<file path="src/rtl/axilwb_rw_arbiter.sv">
// axilwb_rw_arbiter -- shares one pipelined Wishbone master between the AXI-lite read and write bridges.
// Revision 1.0

`default_nettype none

module axilwb_rw_arbiter #(
   parameter int AW           = 26,
   parameter int DW           = 32,
   parameter int LGOUT        = 4,
   parameter bit OPT_LOWPOWER = 1'b0
) (
   input  logic              i_clk,
   input  logic              i_axi_reset_n,
   // port A: read bridge
   input  logic              i_a_cyc,
   input  logic              i_a_stb,
   input  logic              i_a_we,
   input  logic [AW-1:0]     i_a_addr,
   input  logic [DW-1:0]     i_a_data,
   input  logic [DW/8-1:0]   i_a_sel,
   output logic              o_a_stall,
   output logic              o_a_ack,
   output logic              o_a_err,
   // port B: write bridge
   input  logic              i_b_cyc,
   input  logic              i_b_stb,
   input  logic              i_b_we,
   input  logic [AW-1:0]     i_b_addr,
   input  logic [DW-1:0]     i_b_data,
   input  logic [DW/8-1:0]   i_b_sel,
   output logic              o_b_stall,
   output logic              o_b_ack,
   output logic              o_b_err,
   // shared master
   output logic              o_wb_cyc,
   output logic              o_wb_stb,
   output logic              o_wb_we,
   output logic [AW-1:0]     o_wb_addr,
   output logic [DW-1:0]     o_wb_data,
   output logic [DW/8-1:0]   o_wb_sel,
   input  logic              i_wb_ack,
   input  logic              i_wb_stall,
   input  logic              i_wb_err,
   output logic [1:0]        o_grant
);

   typedef enum logic [1:0] {
      IDLE  = 2'd0,
      OWN_A = 2'd1,
      OWN_B = 2'd2
   } state_t;

   state_t           state, state_nxt;
   logic             last_owner;        // 1 = B held the bus last
   logic [LGOUT-1:0] count;
   logic             err_lock;

   logic own_a, own_b;
   logic owner_cyc, owner_stb, owner_stall;
   logic full, wb_cyc, wb_stb;
   logic fwd_ack, fwd_err;
   logic accept, release_bus, state_change;

   // ---------------- next-state logic
   always_comb begin
      state_nxt = state;
      case (state)
         IDLE: begin
            if (i_a_cyc && i_b_cyc)
               state_nxt = last_owner ? OWN_A : OWN_B;
            else if (i_a_cyc)
               state_nxt = OWN_A;
            else if (i_b_cyc)
               state_nxt = OWN_B;
         end
         OWN_A: begin
            if (!i_a_cyc)
               state_nxt = i_b_cyc ? OWN_B : IDLE;
         end
         OWN_B: begin
            if (!i_b_cyc)
               state_nxt = i_a_cyc ? OWN_A : IDLE;
         end
         default: state_nxt = IDLE;
      endcase
   end

   // ---------------- owner-side datapath and responses
   always_comb begin
      own_a       = (state == OWN_A);
      own_b       = (state == OWN_B);
      owner_cyc   = (own_a & i_a_cyc) | (own_b & i_b_cyc);
      owner_stb   = (own_a & i_a_stb) | (own_b & i_b_stb);
      full        = &count;
      wb_cyc      = owner_cyc & ~err_lock;
      wb_stb      = wb_cyc & owner_stb & ~full;
      // an error on the same cycle as an ack swallows the ack
      fwd_err     = i_wb_err & wb_cyc;
      fwd_ack     = i_wb_ack & wb_cyc & (|count) & ~i_wb_err;
      owner_stall = i_wb_stall | full | err_lock;
      accept      = wb_stb & ~i_wb_stall;
      release_bus = (own_a | own_b) & ~owner_cyc;
      state_change = (state_nxt != state);

      o_wb_cyc  = wb_cyc;
      o_wb_stb  = wb_stb;
      o_a_stall = own_a ? owner_stall : 1'b1;
      o_b_stall = own_b ? owner_stall : 1'b1;
      o_a_ack   = own_a & fwd_ack;
      o_b_ack   = own_b & fwd_ack;
      o_a_err   = own_a & fwd_err;
      o_b_err   = own_b & fwd_err;
      o_grant   = {own_b, own_a};
   end

   // ---------------- payload mux
   always_comb begin
      o_wb_we   = own_b ? i_b_we   : i_a_we;
      o_wb_addr = own_b ? i_b_addr : i_a_addr;
      o_wb_data = own_b ? i_b_data : i_a_data;
      o_wb_sel  = own_b ? i_b_sel  : i_a_sel;
      if (OPT_LOWPOWER && !wb_stb) begin
         o_wb_we   = 1'b0;
         o_wb_addr = '0;
         o_wb_data = '0;
         o_wb_sel  = '0;
      end
   end

   // ---------------- registered state
   always_ff @(posedge i_clk) begin
      if (!i_axi_reset_n) begin
         state      <= IDLE;
         last_owner <= 1'b1;
         count      <= '0;
         err_lock   <= 1'b0;
      end else begin
         state <= state_nxt;

         if (release_bus)
            last_owner <= own_b;

         if (state_change)
            err_lock <= 1'b0;
         else if (fwd_err)
            err_lock <= 1'b1;

         // accept and ack together leave the count unchanged
         if (state_change || fwd_err)
            count <= '0;
         else if (accept && !fwd_ack)
            count <= count + LGOUT'(1);
         else if (fwd_ack && !accept)
            count <= count - LGOUT'(1);
      end
   end

endmodule

`default_nettype wire

</file>
<file path="config.mk">
export PLATFORM = sky130hd
export DESIGN_NAME = axilwb_rw_arbiter
export DESIGN_NICKNAME = d
export VERILOG_FILES = /design/src/rtl/axilwb_rw_arbiter.sv
export SDC_FILE = /design/constraint.sdc
export NUM_CORES = 1
export LEC_CHECK = 0
export CAP_MARGIN = 20
export CORE_UTILIZATION = 22
export CTS_BUF_LIST = sky130_fd_sc_hd__clkbuf_8
export DETAILED_ROUTE_END_ITERATION = 8
export HOLD_SLACK_MARGIN = 0.1
export PLACE_DENSITY = 0.76
export SLEW_MARGIN = 20
export SYNTH_ARGS = -nofsm -noshare
export SYNTH_HDL_FRONTEND = slang
export SYNTH_SLANG_ARGS = --single-unit
</file>
<file path="constraint.sdc">
create_clock -name i_clk -period 2.5 [get_ports i_clk]
set_input_delay 0.5 -clock i_clk [delete_from_list [all_inputs] [get_ports i_clk]]
set_output_delay 0.5 -clock i_clk [all_outputs]
set_load 0.01 [all_outputs]
</file>
; ---- Word level (Yosys, flattened, before mapping)
; Cells that the tools add are included.
[classes]
add_sub_neg = 2
n_eq_ne = 3
muxes = 17
bitwise = 28
reduce_logical = 12
[ops]
columns = op, count
row1 = two-way mux 32 bit, 1
row2 = two-way mux 26 bit, 1
row3 = AND 1 bit, 17
row4 = two-way mux 2 bit, 7
row5 = two-way mux 4 bit, 3
row6 = NOT 1 bit, 6
row7 = one-hot mux 2 bit (3 select lines), 1
row8 = OR 1 bit, 5
row9 = adder 4 x 1 -> 4 bit (second input constant), 1
row10 = two-way mux 1 bit, 4
row11 = AND reduction 4 bit, 1
row12 = OR reduction 2 bit, 2
row13 = OR reduction 4 bit, 1
row14 = subtractor 4 x 1 -> 4 bit (second input constant), 1
row15 = logical AND 1 bit, 3
row16 = equality test 2 x 1 -> 1 bit (second input constant), 1
row17 = equality test 2 bit (second input constant), 1
row18 = logical NOT 1 bit, 2
row19 = logical NOT 2 bit, 1
row20 = != test 2 bit, 1
row21 = nonzero test 2 bit, 1
row22 = logical OR 1 bit, 1
[word_totals]
reg_bits = 8
in_bits = 135
out_inout_bits = 73

; ---- Longest topological paths before layout
[depth]
ltp_word = 11
ltp_mapped = 14

; ---- Worst setup path before layout
; No wires, ideal clock.
[synth_path]
path_type = flip-flop to flip-flop
start = register state[0]
end = register count[3]
setup_ps = 126
arrival_ps = 2572
required_ps = 2374
path_slack_ps = -198
stages_incl_launch_ff = 15
path_buffers = 2
path_cell_list = dfxtp_1 > inv_1 > ha_1 > buf_2 > buf_2 > a22oi_1 > nor3b_1 > ha_1 > inv_1 > ha_1 > nand3_1 > and3_1 > o21bai_1 > xor2_1 > nor3_1
[synth_via]
elab_chain_len = 10
elab_cells_between_ends = 32
[synth_rtl]
columns = element, line_no
row1 = "start, declared", 53  ; state_t state, state_nxt;
row2 = "start signal, assigned", 138  ; state <= state_nxt;
row3 = equality test 2 bit (*), 91  ; own_b = (state == OWN_B);
row4 = net own_b, 58  ; logic own_a, own_b;
row5 = AND 1 bit, 92  ; owner_cyc = (own_a & i_a_cyc) | (own_b & i_b_cyc);
row6 = OR 1 bit, 92
row7 = AND 1 bit, 95  ; wb_cyc = owner_cyc & ~err_lock;
row8 = AND 1 bit (on tied branches) (2 in series), "99, 96"
row9 = AND 1 bit (on tied branches), "99, 101"
row10 = logical NOT 1 bit (on tied branches), "151, 153"
row11 = logical AND 1 bit (on tied branches), "151, 153"
row12 = two-way mux 4 bit / nonzero test 2 bit (equally long branches), n/a
row13 = "end signal, assigned", 152  ; count <= count + LGOUT'(1);
row14 = "end signal, assigned", 154  ; count <= count - LGOUT'(1);
row15 = "end, declared", 55  ; logic [LGOUT-1:0] count;
; The timed path passes the listed nets; every way through them passes the cells marked *.
; A chain may end at the register's enable or synchronous reset.

; ---- Worst setup path in the final report
[layout_path]
start = register state[0]
end = output port o_wb_addr[16]
[layout_via]
elab_chain_len = 2
[layout_rtl]
columns = element, line_no
row1 = equality test 2 bit, 91
row2 = two-way mux 26 bit, 119  ; o_wb_addr = own_b ? i_b_addr : i_a_addr;
row3 = "end, declared", 38  ; output logic [AW-1:0] o_wb_addr,
; Every way passes these cells.

==> flow_summary.ini <==
[status]
outcome = complete, no violations

[logic_synthesis]
synth_compound_area_share_pct = 9.88
synth.area.mux_share_pct = 49.0
ys_async_sr_fraction_pct = 0
synthCells = 155
synthSimpleGateAreaFrac_pct = 15.7
synth_top_family_by_area = multiplexers
syn_nets = 298
synth.yosys.warnings = 0
synth_cell_types = 40
synth-xor-area-share_pct = 1.79
synth_fa_ha_area_share_pct = 7.33
ys_ff_latch = 8
synth_edf_count = 0
avgSynthCellArea_um2 = 9.48
synth_flop_cell = dfxtp_1
synth_area_um2 = 1470
yosysSeqAreaShare_pct = 10.9

[place]
portBuffers = 207
place_congestion = 0.772
dp_slack_ns = -0.531
placed_cells = 449
dp_hpwl_mm = 6.91

[sta]
grt_setup_unrepaired = yes
final_hold_viol_count = 0
skew_ns = 0.00449
setup_tns_ns = 0
worst_slew_pin_slew_ns = 0.370
finalCriticalPeriod_ns = 2.48
finalCritPeriodShare_pct = 99.1
layout_setup_ws_ns = 0.0230
setup_viol = 0
slew_headroom_pct = 75.2
fmax_ghz = 0.404
finalMaxSlewViolations = 0

[power_and_ir_drop]
p_leak_nw = 1.61
p_clk_share_pct = 9.6
p_comb_share_pct = 79.9
p_sw_share_pct = 36.9
p_int_mw = 1.02
ir_worst_vdd_v = 0.000399
p_total_mw = 1.61
power.density_nw_per_um2 = 416
p_seq_share_pct = 10.5
p_switching_mw = 0.596

[worst_hold_path]
hold_path.class = reg -> reg
hold_path_depth = 2
hp-start = last_owner
whs_endpoint = last_owner

[grt]
grt_util_all_layers_pct = 22.2
grt_antenna_before_repair = 0
grt_max_degree = 19
grt_pass1_wl_mm = 12.0
overflow = 0
grt_pass1_vias = 2081

[cts]
numCtsBuffers = 3
clock_latency_ns = 0.23
cts_tree = done
ctsHoldBuffers = 0
clock_sinks = 8
cts_root_buf = clkbuf_8
cts_max_path_buffers = 2
cts_max_level = 1
clk_pin_slew_ns = 0.04

[floorplanning]
initial_core_util_pct = 23.0
io_pins = 208
die_w_um = 83.7
die_h_um = 83.7
rows = 29
die_area_um2 = 7010
coreArea_um2 = 6390

[finish]
fin_cells = 454
final_cell_mix = 157 x clkdlybuf4s50_1, 63 x mux2_2, 42 x dlygate4sd2_1
final-seq-area_um2 = 165
drive_above_1_share_pct = 29.4
antenna_cells = 0
multi_input_area_um2 = 1290
syn2layout_area_growth_pct = 164
final_common_cell = clkdlybuf4s50_1
final_net_count = 522
fillers = 590

[setup_path]
path_max_fanout = 14
worstPathArrival_ns = 1.98
reg2reg_from = state[0]
r2r_slack_ns = 0.05
crit_chain = inv_4 -> ha_4 -> buf_6 -> buf_8 -> mux2_2 -> clkdlybuf4s50_1
crit_buf_inv = 4
reg2regPathDepth = 14
slowest_stage = clkdlybuf4s50_1
crit_type = reg -> out
cp_top_family = buffers and inverters
endpoint_kind = primary output
required_ns = 2.00
start_kind = register
reg2reg_to = count[3]
slowest_delay_ns = 0.49

[routing]
vias = 2053
drc = 0
drt_wl_total_mm = 8.17
drt-initial-drc-count = 43
wl_per_cell_um = 18.0
ant_nets = 0
drtPass1Iterations = 4
via_per_inst = 4.52

[job]
drv_cap = 0
sequential cells by signal (all words and copies together), names as in the netlist:
register	cells
count	4
state	2
err_lock	1
last_owner	1
worst min-delay path, delay by kind of cell, from the launching register on:
family           cells  cell delay (ns)
flip-flops           1             0.32
AO/OA/AOI/OAI        1             0.07
AND/OR/NAND/NOR      1             0.06
repair_timing:
| action | CTS | global route |
|---|---|---|
| buffers inserted | 1 | 0 |
| gates resized for setup | 55 | 12 |
| endpoints found under the setup margin | 71 | 30 |
| cloned | 1 | 0 |
| pin swaps | 3 | 0 |
worst max-delay path by stage:
stage              from            end  slack [ns]  cells past startpoint
6_report       state[0]  o_wb_addr[16]        0.02                      6
5_1_grt        state[1]       count[3]       -0.11                     14
4_1_cts        state[0]   o_wb_addr[8]       -0.01                      6
3_5_place_dp    i_a_cyc       count[3]       -0.53                     13
3_3_place_gp    i_a_cyc       count[3]       -0.43                     13
2_1_floorplan  state[1]       count[3]        0.01                     14
metal layers:
| layer | share of wire [%] | routed length [um] | GRT usage [%] | vias up |
|---|---|---|---|---|
| met5 | 0 | 0 | 0 | - |
| met3 | 14 | 1110 | 11.4 | 2 |
| li1 | - | - | - | 1020 |
| met4 | 0.37 | 30 | 2.77 | 0 |
| met1 | 41 | 3310 | 26.5 | 928 |
| met2 | 46 | 3720 | 36.6 | 103 |
final cells by class:
class	count	area share, %
Inverter	8	0.839
Tap cell	77	2.48
Multi-Input combinational cell	130	33.3
Timing Repair Buffer	228	58.1
Clock buffer	3	1.06
Sequential cell	8	4.26
through the flow:
stage	hold slack, ns	instance area (um2)	util [%]
floorplan	0.457	1500	-
CTS	0.506	3840	60.1
global route	0.526	3880	60.7
finish	0.507	3880	60.7
global placement	0.500	3770	59.1
detailed placement	0.502	3770	59.1
logic make-up after synthesis:
logic type | count (synthesis)
muxes | 64
and+or+nand+nor | 36
AOI/OAI and AO/OA | 19
buffers and inverters | 17
adders and majority gates | 8
DFF | 8
xor gates and xnor gates | 3
Yosys cell counts (2+ instances only):
| master | number | share of area [%] |
|---|---|---|
| a21oi_1 | 5 | 1.7 |
| and2_1 | 2 | 0.85 |
| and3_1 | 2 | 0.85 |
| and3b_1 | 3 | 1.8 |
| buf_2 | 7 | 2.4 |
| buf_4 | 2 | 1.0 |
| dfxtp_1 | 8 | 11 |
| ha_1 | 7 | 6.0 |
| inv_1 | 5 | 1.3 |
| inv_2 | 3 | 0.77 |
| mux2_2 | 63 | 48 |
| nand2_1 | 6 | 1.5 |
| nor2_1 | 3 | 0.77 |
| nor2b_1 | 2 | 0.85 |
| nor3_1 | 7 | 2.4 |
| nor3b_1 | 3 | 1.5 |
| o21ai_0 | 3 | 1.0 |
| xor2_1 | 2 | 1.2 |
power by group through the flow:
stage	combinational [mW]	sequential [mW]	clock, mW
after floorplan	0.610	0.162	0
after global placement	1.31	0.166	0
after detailed placement	1.31	0.167	0
after CTS	1.30	0.166	0.162
after global routing	1.37	0.172	0.170
final	1.29	0.169	0.156
Power figures use the tool's default switching activity.
